--- src/rtl/sr_deframer_pkg.sv ---
// sr_deframer_pkg: shared state encoding and framing constants for the sync/data/parity deframer.
package sr_deframer_pkg;
    typedef enum logic [1:0] {HUNT, DATA, PAR} state_t;
    localparam logic [3:0] SYNC_DEF   = 4'b1011;
    localparam logic [2:0] GUARD_POST = 3'd3;
    localparam logic [2:0] GUARD_RST  = 3'd4;
    localparam int         FRAME_BITS = 8;
endpackage

--- src/rtl/sr_deframer_par_chk.sv ---
// par_chk: parity check over data plus parity bit; ok when the overall parity matches ODD_PAR.
module par_chk #(
    parameter bit ODD_PAR = 1'b0
) (
    input  logic [8:0] i_bits,
    output logic       o_ok
);
    assign o_ok = (^i_bits) == ODD_PAR;
endmodule

--- src/rtl/sr_deframer.sv ---
// sr_deframer: hunts for SYNC in the upstream shift register, captures an 8-bit frame plus parity.
module sr_deframer
    import sr_deframer_pkg::*;
#(
    parameter logic [3:0] SYNC    = SYNC_DEF,
    parameter bit         ODD_PAR = 1'b0
) (
    input  logic       clk,
    input  logic       rst,
    input  logic [0:3] q,
    output logic [7:0] data,
    output logic       data_valid,
    output logic       par_err,
    output logic       locked,
    output logic [7:0] frame_cnt,
    output logic [7:0] err_cnt
);
    state_t     r_state;
    state_t     w_next;
    logic [1:0] r_rst_sync;
    logic       w_rst;
    logic [2:0] r_bitcnt;
    logic [2:0] r_guard;
    logic [7:0] r_sh;
    logic [7:0] r_data;
    logic       r_dv;
    logic       r_pe;
    logic [7:0] r_fcnt;
    logic [7:0] r_ecnt;
    logic       w_match;
    logic       w_last;
    logic       w_ok;
    logic       w_shift;
    logic       w_good;
    logic       w_bad;

    // async assert, release two edges after rst falls
    always_ff @(posedge clk or posedge rst) begin
        if (rst) r_rst_sync <= 2'b11;
        else     r_rst_sync <= {r_rst_sync[0], 1'b0};
    end
    assign w_rst = r_rst_sync[1];

    par_chk #(.ODD_PAR(ODD_PAR)) u_par_chk (
        .i_bits ({r_sh, q[0]}),
        .o_ok   (w_ok)
    );

    assign w_match = (r_guard == 3'd0) && ({q[3], q[2], q[1], q[0]} == SYNC);
    assign w_last  = r_bitcnt == 3'(FRAME_BITS - 1);

    always_ff @(posedge clk or posedge w_rst) begin
        if (w_rst) r_state <= HUNT;
        else       r_state <= w_next;
    end

    always_comb begin
        w_next = (r_state == HUNT) ? (w_match ? DATA : HUNT) :
                 (r_state == DATA) ? (w_last ? PAR : DATA) : HUNT;
    end

    always_comb begin
        w_shift = r_state == DATA;
        w_good  = (r_state == PAR) && w_ok;
        w_bad   = (r_state == PAR) && !w_ok;
        locked  = r_state != HUNT;
    end

    // guard reloads after every frame so the next window holds only fresh bits
    always_ff @(posedge clk or posedge w_rst) begin
        if (w_rst) begin
            r_bitcnt <= 3'd0;
            r_guard  <= GUARD_RST;
            r_sh     <= 8'h00;
            r_data   <= 8'h00;
            r_dv     <= 1'b0;
            r_pe     <= 1'b0;
            r_fcnt   <= 8'h00;
            r_ecnt   <= 8'h00;
        end else begin
            r_bitcnt <= w_shift ? r_bitcnt + 3'd1 : 3'd0;
            r_guard  <= (r_state == PAR) ? GUARD_POST :
                        (r_state == HUNT && r_guard != 3'd0) ? r_guard - 3'd1 : r_guard;
            if (w_shift) r_sh <= {r_sh[6:0], q[0]};
            if (w_good) r_data <= r_sh;
            r_dv <= w_good;
            r_pe <= w_bad;
            if (w_good) r_fcnt <= r_fcnt + 8'd1;
            if (w_bad && r_ecnt != 8'hFF) r_ecnt <= r_ecnt + 8'd1;
        end
    end

    assign data       = r_data;
    assign data_valid = r_dv;
    assign par_err    = r_pe;
    assign frame_cnt  = r_fcnt;
    assign err_cnt    = r_ecnt;
endmodule

--- config.mk ---
export PLATFORM = sky130hd
export DESIGN_NAME = sr_deframer
export DESIGN_NICKNAME = d
export VERILOG_FILES = /design/src/rtl/sr_deframer_pkg.sv /design/src/rtl/sr_deframer_par_chk.sv /design/src/rtl/sr_deframer.sv
export SDC_FILE = /design/constraint.sdc
export NUM_CORES = 1
export LEC_CHECK = 0
export BUFFER_PORTS_ARGS = -buffer_cell sky130_fd_sc_hd__buf_2
export CAP_MARGIN = 5
export CORE_ASPECT_RATIO = 1.75
export CORE_MARGIN = 2
export CORE_UTILIZATION = 35
export CTS_BUF_LIST = sky130_fd_sc_hd__clkbuf_16
export CTS_CLUSTER_SIZE = 8
export DETAILED_ROUTE_END_ITERATION = 12
export GPL_TIMING_DRIVEN = 0
export PLACE_DENSITY = 0.55
export RECOVER_POWER = 100
export SKIP_CTS_REPAIR_TIMING = 1
export SYNTH_ARGS = -nofsm -noshare
export SYNTH_HDL_FRONTEND = slang
export SYNTH_HIERARCHICAL = 1
export SYNTH_SLANG_ARGS = --single-unit
--- constraint.sdc ---
create_clock -name clk -period 2.3 [get_ports clk]
set_input_delay 0 -clock clk [delete_from_list [all_inputs] [get_ports clk]]
set_output_delay 0 -clock clk [all_outputs]
set_load 0.01 [all_outputs]
Word-level counts from Yosys, hierarchy flattened:

Index checks and enable logic that the tools add are counted.

* $add $sub $neg: 4
* $mul: 0
* div/mod/pow operators: 0
* magnitude comparators: 0
* eq/ne operators: 5
* shifts and indexed selects: 0
* mux-type cells: 7
* bitwise logic cells: 1
* reduce and logical (&&, ||, !) cells: 11

Operator list (count)
* adder 8 x 1 -> 8 bit, second input constant: 2
* 2-to-1 mux 3 bit: 3
* parity 9 bit: 1
* inequality test 8 bit, second input constant: 1
* 2-to-1 mux 2 bit: 3
* logical AND 1 bit: 5
* == test 4 bit, second input constant: 1
* nonzero test 2 bit: 2
* adder 3 x 1 -> 3 bit, second input constant: 1
* == test 3 bit, second input constant: 1
* logical NOT 3 bit: 1
* nonzero test 3 bit: 1
* subtractor 3 x 1 -> 3 bit, second input constant: 1
* == test 2 x 1 -> 1 bit, second input constant: 1
* == test 2 bit, second input constant: 1
* logical NOT 2 bit: 1
* 2-to-1 mux 1 bit: 1
* NOT 1 bit: 1

* register bits: 44
* latch bits: 0
* bits in writable memories: 0
* bits in read-only memories: 0
* input port bits: 6
* output and inout bits: 27
* logic and storage cells: 38
* memories: 0

Depth between registers and ports, before layout:

Gate-level depths: netlist (run 1).

* depth in word-level cells: 4
* mapped depth: 8
* depth with buffers taken out: 8

Modules after synthesis:

Netlist (run 1), hierarchy kept.

By module, submodules not included
* sr_deframer: times used 1, cells each 159, area an instance 1831.8 um^2, sequential area each 1104.8 um^2
* par_chk: times used 1, cells each 7, area an instance 75.1 um^2, sequential area each 0.0 um^2

Least setup slack after synthesis (run 1):

No wires, ideal clock.

* path type: register to register
* start point: reg r_sh[3]
* end point: reg r_ecnt[5] (netlist: err_cnt[5])
* setup time: 0.125 ns
* arrival time: 1.996 ns
* required time: 2.175 ns
* path slack: 0.179 ns
* stages on the path, launching flop included: 8
* buffers on the path: 0
* period minus slack after synthesis: 2.121 ns
* path through: dfrtp_1 -> xor2_1 -> xnor3_1 -> xnor2_1 -> nor3b_4 -> and4_4 -> nand3_2 -> mux2_4

* longest elaborated chain between the ends: 3

RTL lines
* start, declared: RTL line sr_deframer.sv:24 `logic [7:0] r_sh;`
* start signal, assigned: RTL line sr_deframer.sv:84 `if (w_shift) r_sh <= {r_sh[6:0], q[0]};`
* parity 9 bit: RTL line sr_deframer_par_chk.sv:8 `assign o_ok = (^i_bits) == ODD_PAR;`
* logical AND 1 bit: RTL line sr_deframer.sv:65 `w_bad = (r_state == PAR) && !w_ok;`
* named net w_bad: RTL line sr_deframer.sv:35 `logic w_bad;`
* logical AND 1 bit: RTL line sr_deframer.sv:89 `if (w_bad && r_ecnt != 8'hFF) r_ecnt <= r_ecnt + 8'd1;`
* end signal, assigned: RTL line sr_deframer.sv:89
* end, declared: RTL line sr_deframer.sv:29 `logic [7:0] r_ecnt;`

The timed path passes the listed nets, and every way through them passes these cells.
A chain may end at the register's enable or synchronous reset.

Worst setup path after layout (run 1):

* start point: reg r_sh[6]
* end point: reg r_ecnt[5] (netlist: err_cnt[5])

Same word-level chain as after synthesis.

==> summary.txt, run 1 <==
Pwr
  • Pwr dens: 1170 mW/mm2
  • Comb pwr share: 33.5%
  • Worst IR drop on VDD: 0.0006294 V
  • Pint: 0.001828 W
  • Pleak: 1.131 nW
  • Switching power: 0.0008540 W
  • Clock network fraction of design power: 24.6%
  • Sw Share: 31.85%
  • Reg power frac: 42.0%

Place
  • Port bufs: 32
  • Hpwl dp: 2419 um
  • Final GP Congestion: 0.7492
  • DP Worst Slack: -0.05256 ns

Worst setup path
  • Worst-case reg-to-reg path depth: 7
  • Crit path launch: r_sh[6]
  • FF-to-FF Start: r_sh[6]
  • Slowest-stage cell, CP: xnor3_1
  • Crit path cell chain: xor2_1 > xnor3_1 > xnor2_2 > nor3b_4 > and4_4 > nand3_2 > mux2_4
  • WP data arrival: 2.44 ns
  • CP Capture Type: flop
  • Max stage delay on crit path: 0.45 ns
  • Crit path max fanout: 5
  • Startpoint types: flop
  • Crit path kind: reg -> reg
  • Worst Path Required: 2.46 ns

Hold path
  • Worst min path class: in -> reg
  • Hold Crit Start: q[0]
  • Hold depth: 2

Clock network
  • H-tree Lvls: 2
  • Worst skew pair latency: 0.28 ns
  • CTS Sinks: 44
  • Clock buffer depth: 2
  • Clk pin slew, worst setup/hold paths: 0.06 ns
  • Root Driver: clkbuf_16
  • CTS tree: done
  • Total CTS buffers: 5

Route
  • DR vias: 1309
  • Final ANT Viol Nets: 0
  • Routed vias/inst: 4.921
  • Drt first pass iters: 4
  • Post-DR wirelength/cell: 12.47 um
  • Remaining DRCs: 0
  • 1st-iter DRT viols: 45
  • Total Wirelength: 3318 um

Status
  • Failing checks: hold timing
  • Status: complete, but fails checks

Floorplan
  • Die H: 101.6 um
  • Top Ports: 33
  • Floorplan core area: 0.005255 mm2
  • Die outline area: 0.006078 mm2
  • Die width: 59.80 um
  • Std cell rows: 35
  • Starting Density: 36.29%

Timing
  • RSZ-0062 raised after global routing: true
  • Period minus WS final: 2.271 ns
  • Final period util: 98.76%
  • Count of pins over their slew limit: 0
  • Fin Hold WS: -0.0001583 ns
  • Final hold violation count: 1
  • Worst Max-Slew Pin Slew: 0.7496 ns
  • Clk_skew: 0.002991 ns
  • Max-slew headroom: 50.03%
  • Max Clock Freq: 0.4402 GHz
  • Final setup viols: 0
  • Setup ws final: 0.02855 ns

Finish
  • # diodes: 0
  • Area Growth Syn to Fin: 20.21%
  • Nets@finish: 222
  • Commonest non-fill, non-tap cells in the layout: 41 x dfrtp_1, 33 x nand2_1, 28 x clkbuf_1, 12 x inv_1, 10 x xnor2_1
  • Share of layout cells above drive strength 1: 16.59%
  • Most common cell after layout, fill and taps aside: dfrtp_1

Synth
  • Main combinational cell family by area after synthesis: simple AND/OR/NAND/NOR gates
  • Post-synthesis compound-gate area fraction: 2.953%
  • Synth Area in Adders: 3.937%
  • Simple-Gate Fraction of Synth Area: 17.13%
  • Synthesis-stage register bit count: 44
  • Register area share after synthesis: 57.94%
  • Post-synthesis xor/xnor area fraction: 8.530%
  • Syn nets: 178
  • Post-synthesis cell type count: 32
  • Syn. warnings: 6
  • Cells after Synth: 166
  • Mux share of post-synthesis cell area: 6.693%
  • Syn Std Cell Area: 0.001907 mm2
  • Syn Area/Cell: 11.49 um2

GRT
  • Vias in the first global route: 1323
  • Total GRT Usage: 12.73%
  • First-pass GRT wire length: 5747 um
  • Largest net degree at the start of global routing: 31
  • Overflow after GRT: 0
  • Initial antenna violation count: 0

Run
  • Max-cap viol count: 0
## flip-flops by register name, summed over array words and instances, names as in the netlist
| signal | cells |
|---|---|
| r_state | 2 |
| par_err | 1 |
| err_cnt | 8 |
| data | 8 |
| frame_cnt | 8 |
| r_bitcnt | 3 |
| r_sh | 8 |
| data_valid | 1 |
| r_guard | 3 |
| r_rst_sync | 2 |
## cell usage after synthesis (all sizes together)
| cell type | number | area (um2) |
|---|---|---|
| a21o | 1 | 7.510 |
| a21oi | 4 | 20.02 |
| and3 | 1 | 6.260 |
| and4 | 2 | 20.02 |
| buf | 1 | 5.000 |
| clkbuf | 2 | 7.510 |
| conb | 1 | 3.750 |
| dfrtp | 41 | 1026 |
| dfstp | 3 | 78.83 |
| ha | 6 | 75.07 |
| inv | 10 | 37.54 |
| mux2 | 11 | 127.6 |
| nand2 | 33 | 123.9 |
| nand2b | 2 | 12.51 |
| nand3 | 7 | 40.04 |
| nand3b | 1 | 7.510 |
| nand4 | 5 | 31.28 |
| nand4b | 2 | 17.52 |
| nor2 | 9 | 33.78 |
| nor3b | 1 | 18.77 |
| nor4 | 1 | 6.260 |
| o21a | 2 | 15.01 |
| o21ai | 1 | 5.000 |
| o32ai | 1 | 8.760 |
| or2b | 1 | 8.760 |
| xnor2 | 12 | 105.1 |
| xnor3 | 1 | 22.52 |
| xor2 | 4 | 35.03 |
## layout make-up
type                    count  area (um2)
clock buffers               5       125.1
inverters                  10       37.54
clock inverters             3       11.26
plain buffers               3       11.26
flip-flops and latches     44        1105
well taps                  55       68.82
repair buffers             37       166.4
multi-input cells         109       767.0
fillers                   555        2963
## power groups by stage
stage	Combinational, W	Clock [W]	Sequential, W
after floorplan	0.000654	0	0.00111
after global placement	0.000811	0	0.00114
after detailed placement	0.000829	0	0.00114
after CTS	0.000832	0.000680	0.00113
after global routing	0.00100	0.000712	0.00115
final	0.000897	0.000659	0.00112
## critical path, delay by kind of cell, from the launching register on
family | cells | cell delay [ns]
xor+xnor | 3 | 0.81
simple gates | 3 | 0.64
flops | 1 | 0.41
mux | 1 | 0.30
## cells by family after synthesis
| family | Yosys count |
|---|---|
| other | 1 |
| muxes | 11 |
| adders and majority gates | 6 |
| DFF | 44 |
| AOI/OAI and AO/OA | 9 |
| buffers and inverters | 13 |
| xor gates and xnor gates | 17 |
| and+or+nand+nor | 65 |
## metal layers
metal  up-vias  GRT usage (%)  part of all wire, %
li1        636              -                    -
met1       641          12.87                   41
met2        25          22.41                   53
met3         7          4.342                  4.1
met4         0          6.325                  2.2
met5         -              0                    0
## worst paths after layout
kind	endpoint	slack (ns)
hold / removal	r_sh[0]	-0.0002
hold reg to reg	data[1]	0.26
setup / recovery	err_cnt[5]	0.03
setup reg to reg	err_cnt[5]	0.03
max in group asynchronous	err_cnt[5]	0.95
min in group asynchronous	data[1]	0.26
## per-stage QoR
stage	cell area (um2)	util (%)	total power, W	setup TNS, ns	cells
after floorplan	1907	-	0.001766	0	166
after global placement	2136	40.64	0.001947	-0.01382	253
after detailed placement	2156	41.02	0.001970	-0.1446	254
after CTS	2292	43.62	0.002638	-0.2969	262
after global routing	2292	43.62	0.002866	-0.6593	266
final	2292	43.62	0.002682	0	266
(Power assumes the default switching activity.)
==> inputs of run 2 (changes only) <==
--- a/config.mk
+++ b/config.mk
@@ -14,7 +14,6 @@
 export CTS_CLUSTER_SIZE = 8
 export DETAILED_ROUTE_END_ITERATION = 12
 export GPL_TIMING_DRIVEN = 0
-export PLACE_DENSITY = 0.55
 export RECOVER_POWER = 100
 export SKIP_CTS_REPAIR_TIMING = 1
 export SYNTH_ARGS = -nofsm -noshare
==> summary.txt, run 2 (synthesis results as in run 1) <==
Timing
  • Max Clock Freq: 0.4369 GHz (-0.75%)
  • Count of pins over their slew limit: 43 (+43)
  • Period minus WS final: 2.289 ns (+0.01726 ns)
  • Max-slew headroom: -2.053% (-52 points)
  • Final period util: 99.51% (+0.75 points)
  • Worst Max-Slew Pin Slew: 1.529 ns (+0.7795 ns)
  • Final setup viols: 0 (unchanged)
  • RSZ-0062 raised after global routing: true
  • TNS Setup: 0 ns (unchanged)
  • Final hold violation count: 0 (-1)
  • Clk_skew: 0.005711 ns (+0.002720 ns)

Hold path
  • Worst min path class: in -> reg

Clock network
  • Root Driver: clkbuf_16
  • Worst skew pair latency: 0.28 ns (about the same)
  • CTS tree: done
  • H-tree Lvls: 2 (unchanged)
  • Clock buffer depth: 2 (unchanged)
  • Total CTS buffers: 5 (unchanged)
  • CTS Sinks: 44 (unchanged)
  • Clk pin slew, worst setup/hold paths: 0.06 ns (about the same)

Route
  • Remaining DRCs: 0 (unchanged)
  • DR vias: 1299 (-0.76%)
  • 1st-iter DRT viols: 42 (-6.7%)
  • Post-DR wirelength/cell: 12.14 um (-2.7%)
  • Total Wirelength: 3230 um (-2.7%)
  • Final ANT Viol Nets: 0 (unchanged)
  • Drt first pass iters: 4 (unchanged)
  • Routed vias/inst: 4.883 (-0.76%)

Pwr
  • Worst IR drop on VDD: 0.0003343 V (-47%)
  • Total power: 0.002771 W (+3.3%)
  • Pleak: 1.133 nW (+0.17%)
  • Pwr dens: 1207 mW/mm2 (+3.1%)

GRT
  • Overflow after GRT: 0 (unchanged)
  • Largest net degree at the start of global routing: 43 (+39%)
  • First-pass GRT wire length: 5395 um (-6.1%)
  • Total GRT Usage: 11.76% (-0.97 points)
  • Initial antenna violation count: 0 (unchanged)
  • Vias in the first global route: 1276 (-3.6%)

Finish
  • Area Growth Syn to Fin: 20.41%
  • Design Area, Final: 0.002296 mm2 (+0.16%)
  • Multi-input logic area: 767.0 um2 (unchanged)
  • # diodes: 0 (unchanged)
  • FILL cells: 523 (-5.8%)
  • Most common cell after layout, fill and taps aside: dfrtp_1
  • Nets@finish: 222 (unchanged)
  • FF+latch area: 0.001105 mm2 (unchanged)
  • Share of layout cells above drive strength 1: 17.06% (+0.47 points)
  • Commonest non-fill, non-tap cells in the layout: 41 x dfrtp_1, 33 x nand2_1, 28 x clkbuf_1, 12 x inv_1, 10 x xnor2_1

Place
  • Placed cell area: 0.002136 mm2 (-0.93%)
  • Port bufs: 32 (unchanged)
  • Hpwl dp: 2326 um (-3.9%)
  • Final GP Congestion: 0.7926 (+5.8%)

Status
  • Failing checks: capacitance limit, slew limit
  • Status: complete, but fails checks

Floorplan
  • Std cell rows: 35 (unchanged)
  • Starting Density: 36.29% (unchanged)
  • Die H: 101.6 um (unchanged)
  • Floorplan core area: 0.005255 mm2 (unchanged)
  • Die width: 59.80 um (unchanged)
  • Die outline area: 0.006078 mm2 (unchanged)
  • Top Ports: 33 (unchanged)

Worst setup path
  • Crit path max-delay family: XOR/XNOR gates
  • Startpoint types: flop
  • Worst Path Buf+Inv: 0 (unchanged)
  • WP data arrival: 2.45 ns (about the same)
  • Crit path max fanout: 5 (unchanged)
  • Crit path kind: reg -> reg
  • Max stage delay on crit path: 0.45 ns (about the same)
  • Slowest-stage cell, CP: xnor3_1
  • Crit path cell chain: xnor2_2 > xnor3_1 > xnor2_2 > nor3b_4 > and4_4 > nand3_2 > mux2_4
  • Worst Path Required: 2.47 ns (about the same)
  • CP Capture Type: flop
  • CP most frequent cell: xnor2_2

Run
  • Max-cap viol count: 1 (+1)
## run 2: layout make-up
cell class / instances / area share (%)
sequential: 44 / 48.12
multi-input combinational: 109 / 33.41
timing repair buffer: 37 / 7.302
clock buffer: 5 / 5.450
tap: 55 / 2.997
inverter: 10 / 1.635
clock inverter: 3 / 0.5450
buffer: 3 / 0.5450
## run 2: through the flow
| stage | utilization, % | cells | setup WS [ns] | hold slack [ns] |
|---|---|---|---|---|
| after floorplan | - | 166 | 0.1793 | -0.08850 |
| after global placement | 40.64 | 253 | 0.007154 | 0.01770 |
| after detailed placement | 40.64 | 253 | -0.005738 | 0.03045 |
| after CTS | 43.26 | 261 | -0.01269 | -0.2687 |
| after global routing | 43.69 | 266 | -0.07895 | 0.01286 |
| final | 43.69 | 266 | 0.01129 | 0.006754 |
## run 2: routing by layer
metal	part of all wire [%]	vias to the layer above	wire length, um	track usage [%]
met1	40	624	1304	11.35
met5	0	-	0	0
li1	-	637	-	-
met2	53	33	1703	21.66
met4	2.6	0	84	6.838
met3	4.3	5	138	2.682
## run 2: final timing paths
check / from / to / slack, ns / depth (start not counted)
min reg2reg: r_rst_sync[0] / r_rst_sync[1] / 0.36 / 0
max in group asynchronous: r_rst_sync[1] / r_guard[1] / 0.69 / 1
min: q[0] / r_sh[0] / 0.007 / 2
min in group asynchronous: rst / r_rst_sync[0] / 0.28 / 3
max reg2reg: r_sh[7] / err_cnt[5] / 0.01 / 7
max: r_sh[7] / err_cnt[5] / 0.01 / 7
## run 2: power by group
| part | internal (W) | total [W] | switching [W] | leakage, nW |
|---|---|---|---|---|
| sequential | 0.000957 | 0.00112 | 0.000159 | 0.576 |
| combinational | 0.000555 | 0.000994 | 0.000438 | 0.481 |
| clock | 0.000392 | 0.000661 | 0.000269 | 0.0762 |
==> inputs of run 3 (changes only) <==
--- a/config.mk
+++ b/config.mk
@@ -14,6 +14,7 @@
 export CTS_CLUSTER_SIZE = 8
 export DETAILED_ROUTE_END_ITERATION = 12
 export GPL_TIMING_DRIVEN = 0
+export HOLD_SLACK_MARGIN = 0.02
 export RECOVER_POWER = 100
 export SKIP_CTS_REPAIR_TIMING = 1
 export SYNTH_ARGS = -nofsm -noshare
==> constraint.sdc (replaced) <==
create_clock -name clk -period 2.3 [get_ports clk]
set_input_delay 0.46 -clock clk [delete_from_list [all_inputs] [get_ports clk]]
set_output_delay 0.46 -clock clk [all_outputs]
set_load 0.01 [all_outputs]
==> summary.txt, run 3 (synthesis results as in run 1) <==
Floorplan
  • Starting Density: 36.29% (unchanged)
  • Std cell rows: 35 (unchanged)
  • Die outline area: 0.006078 mm2 (unchanged)
  • Die H: 101.6 um (unchanged)
  • Top Ports: 33 (unchanged)
  • Die width: 59.80 um (unchanged)
  • Floorplan core area: 0.005255 mm2 (unchanged)

Place
  • Port bufs: 32 (unchanged)
  • Placed insts: 253 (unchanged)
  • Final GP Congestion: 0.7926 (unchanged)
  • Hpwl dp: 2326 um (unchanged)
  • Placed cell area: 0.002136 mm2 (unchanged)

Clock network
  • Clock buffer depth: 2 (unchanged)
  • Total CTS buffers: 5 (unchanged)
  • Clk pin slew, worst setup/hold paths: 0.06 ns (about the same)
  • Root Driver: clkbuf_16
  • CTS tree: done
  • Worst skew pair latency: 0.28 ns (about the same)
  • CTS Sinks: 44 (unchanged)
  • H-tree Lvls: 2 (unchanged)

Route
  • DR vias: 1294 (-0.38%)
  • Remaining DRCs: 0 (unchanged)
  • Post-DR wirelength/cell: 12.15 um (about the same)
  • Drt first pass iters: 4 (unchanged)
  • Final ANT Viol Nets: 0 (unchanged)
  • 1st-iter DRT viols: 35 (-17%)
  • Routed vias/inst: 4.883 (about the same)
  • Total Wirelength: 3221 um (-0.28%)

Pwr
  • Total power: 0.002771 W (about the same)
  • Pleak: 1.131 nW (-0.14%)
  • Pwr dens: 1212 mW/mm2 (+0.42%)
  • Worst IR drop on VDD: 0.0003343 V (about the same)

Timing
  • Final hold violation count: 0 (unchanged)
  • Final period util: 99.51% (about the same)
  • Clk_skew: 0.005630 ns (-0.00008108 ns)
  • Period minus WS final: 2.289 ns (-0.00001070 ns)
  • Max-slew headroom: -2.053% (unchanged)
  • Max Clock Freq: 0.4369 GHz (about the same)
  • Worst Max-Slew Pin Slew: 1.529 ns (unchanged)
  • Count of pins over their slew limit: 43 (unchanged)
  • Final setup viols: 0 (unchanged)
  • RSZ-0062 raised after global routing: true

Worst setup path
  • Crit path max fanout: 5 (unchanged)
  • Worst Path Buf+Inv: 0 (unchanged)
  • Crit path cell chain: xnor2_2 > xnor3_1 > xnor2_2 > nor3b_4 > and4_4 > nand3_2 > mux2_4
  • WP data arrival: 2.45 ns (about the same)
  • Max stage delay on crit path: 0.45 ns (about the same)
  • CP most frequent cell: xnor2_2
  • CP Capture Type: flop
  • Worst Path Required: 2.47 ns (about the same)
  • Startpoint types: flop
  • Slowest-stage cell, CP: xnor3_1
  • Crit path max-delay family: XOR/XNOR gates
  • Crit path kind: reg -> reg

GRT
  • Vias in the first global route: 1276 (unchanged)
  • First-pass GRT wire length: 5395 um (unchanged)
  • Total GRT Usage: 11.76% (unchanged)
  • Initial antenna violation count: 0 (unchanged)
  • Largest net degree at the start of global routing: 43 (unchanged)
  • Overflow after GRT: 0 (unchanged)

Hold path
  • Worst min path class: in -> async

Finish
  • Nets@finish: 221 (-0.45%)
  • # diodes: 0 (unchanged)
  • Area Growth Syn to Fin: 19.95%
  • Post-Layout Cell Count: 265 (-0.38%)
  • Most common cell after layout, fill and taps aside: dfrtp_1
  • Share of layout cells above drive strength 1: 17.62% (+0.56 points)
  • FILL cells: 526 (+0.57%)
  • Commonest non-fill, non-tap cells in the layout: 41 x dfrtp_1, 33 x nand2_1, 27 x clkbuf_1, 12 x inv_1, 10 x xnor2_1
  • Design Area, Final: 0.002287 mm2 (-0.38%)

Status
  • Failing checks: capacitance limit, slew limit
  • Status: complete, but fails checks

Run
  • Max-cap viol count: 1 (unchanged)
[run 3: cell type report]
type | count | area (um2) | area share (%)
clock buffers | 5 | 125.1 | 5.470
repair buffers | 36 | 158.9 | 6.947
flip-flops and latches | 44 | 1105 | 48.30
inverters | 10 | 37.54 | 1.641
plain buffers | 3 | 12.51 | 0.5470
clock inverters | 3 | 12.51 | 0.5470
well taps | 55 | 68.82 | 3.009
multi-input cells | 109 | 767.0 | 33.53
[run 3: layer usage]
metal / part of all wire (%) / wire (um) / up-vias / track usage, %
li1: - / - / 635 / -
met1: 40 / 1300 / 621 / 11.35
met2: 53 / 1698 / 33 / 21.66
met3: 4.3 / 138 / 5 / 2.682
met4: 2.6 / 84 / 0 / 6.838
met5: 0 / 0 / - / 0
[run 3: stage by stage]
stage / worst slack, ns / utilization [%] / TNS, ns / hold WS [ns]
2_1_floorplan: 0.1793 / - / 0 / 0.3452
3_3_place_gp: 0.007154 / 40.64 / 0 / 0.3482
5_1_grt: -0.07895 / 43.52 / -0.1362 / 0.1890
4_1_cts: -0.01269 / 43.26 / -0.01509 / 0.1913
6_report: 0.01130 / 43.52 / 0 / 0.1905
3_5_place_dp: -0.005738 / 40.64 / -0.005738 / 0.3517
[run 3: worst reg2reg max path, cell delays in order, from the launching register on]
cell and delay (ns):
dfrtp_1 0.40, xnor2_2 0.16, xnor3_1 0.45, xnor2_2 0.17, nor3b_4 0.30, and4_4 0.30
nand3_2 0.09, mux2_4 0.30
[run 3: final timing paths]
| path | startpoint | endpoint | depth (start not counted) | slack, ns |
|---|---|---|---|---|
| worst min-delay path | rst | r_rst_sync[0] | 2 | 0.19 |
| min in group clk | r_rst_sync[0] | r_rst_sync[1] | 0 | 0.36 |
| max in group asynchronous | r_rst_sync[1] | r_guard[1] | 1 | 0.69 |
| worst max register to register | r_sh[7] | err_cnt[5] | 7 | 0.01 |
| worst min register to register | r_rst_sync[0] | r_rst_sync[1] | 0 | 0.36 |
| worst max-delay path | r_sh[7] | err_cnt[5] | 7 | 0.01 |
[run 3: report_power, final]
group	total [W]	internal (W)	switching, W
clock	0.000661	0.000392	0.000269
combinational	0.000995	0.000557	0.000438
sequential	0.00112	0.000957	0.000159
total	0.00277	0.00191	0.000865
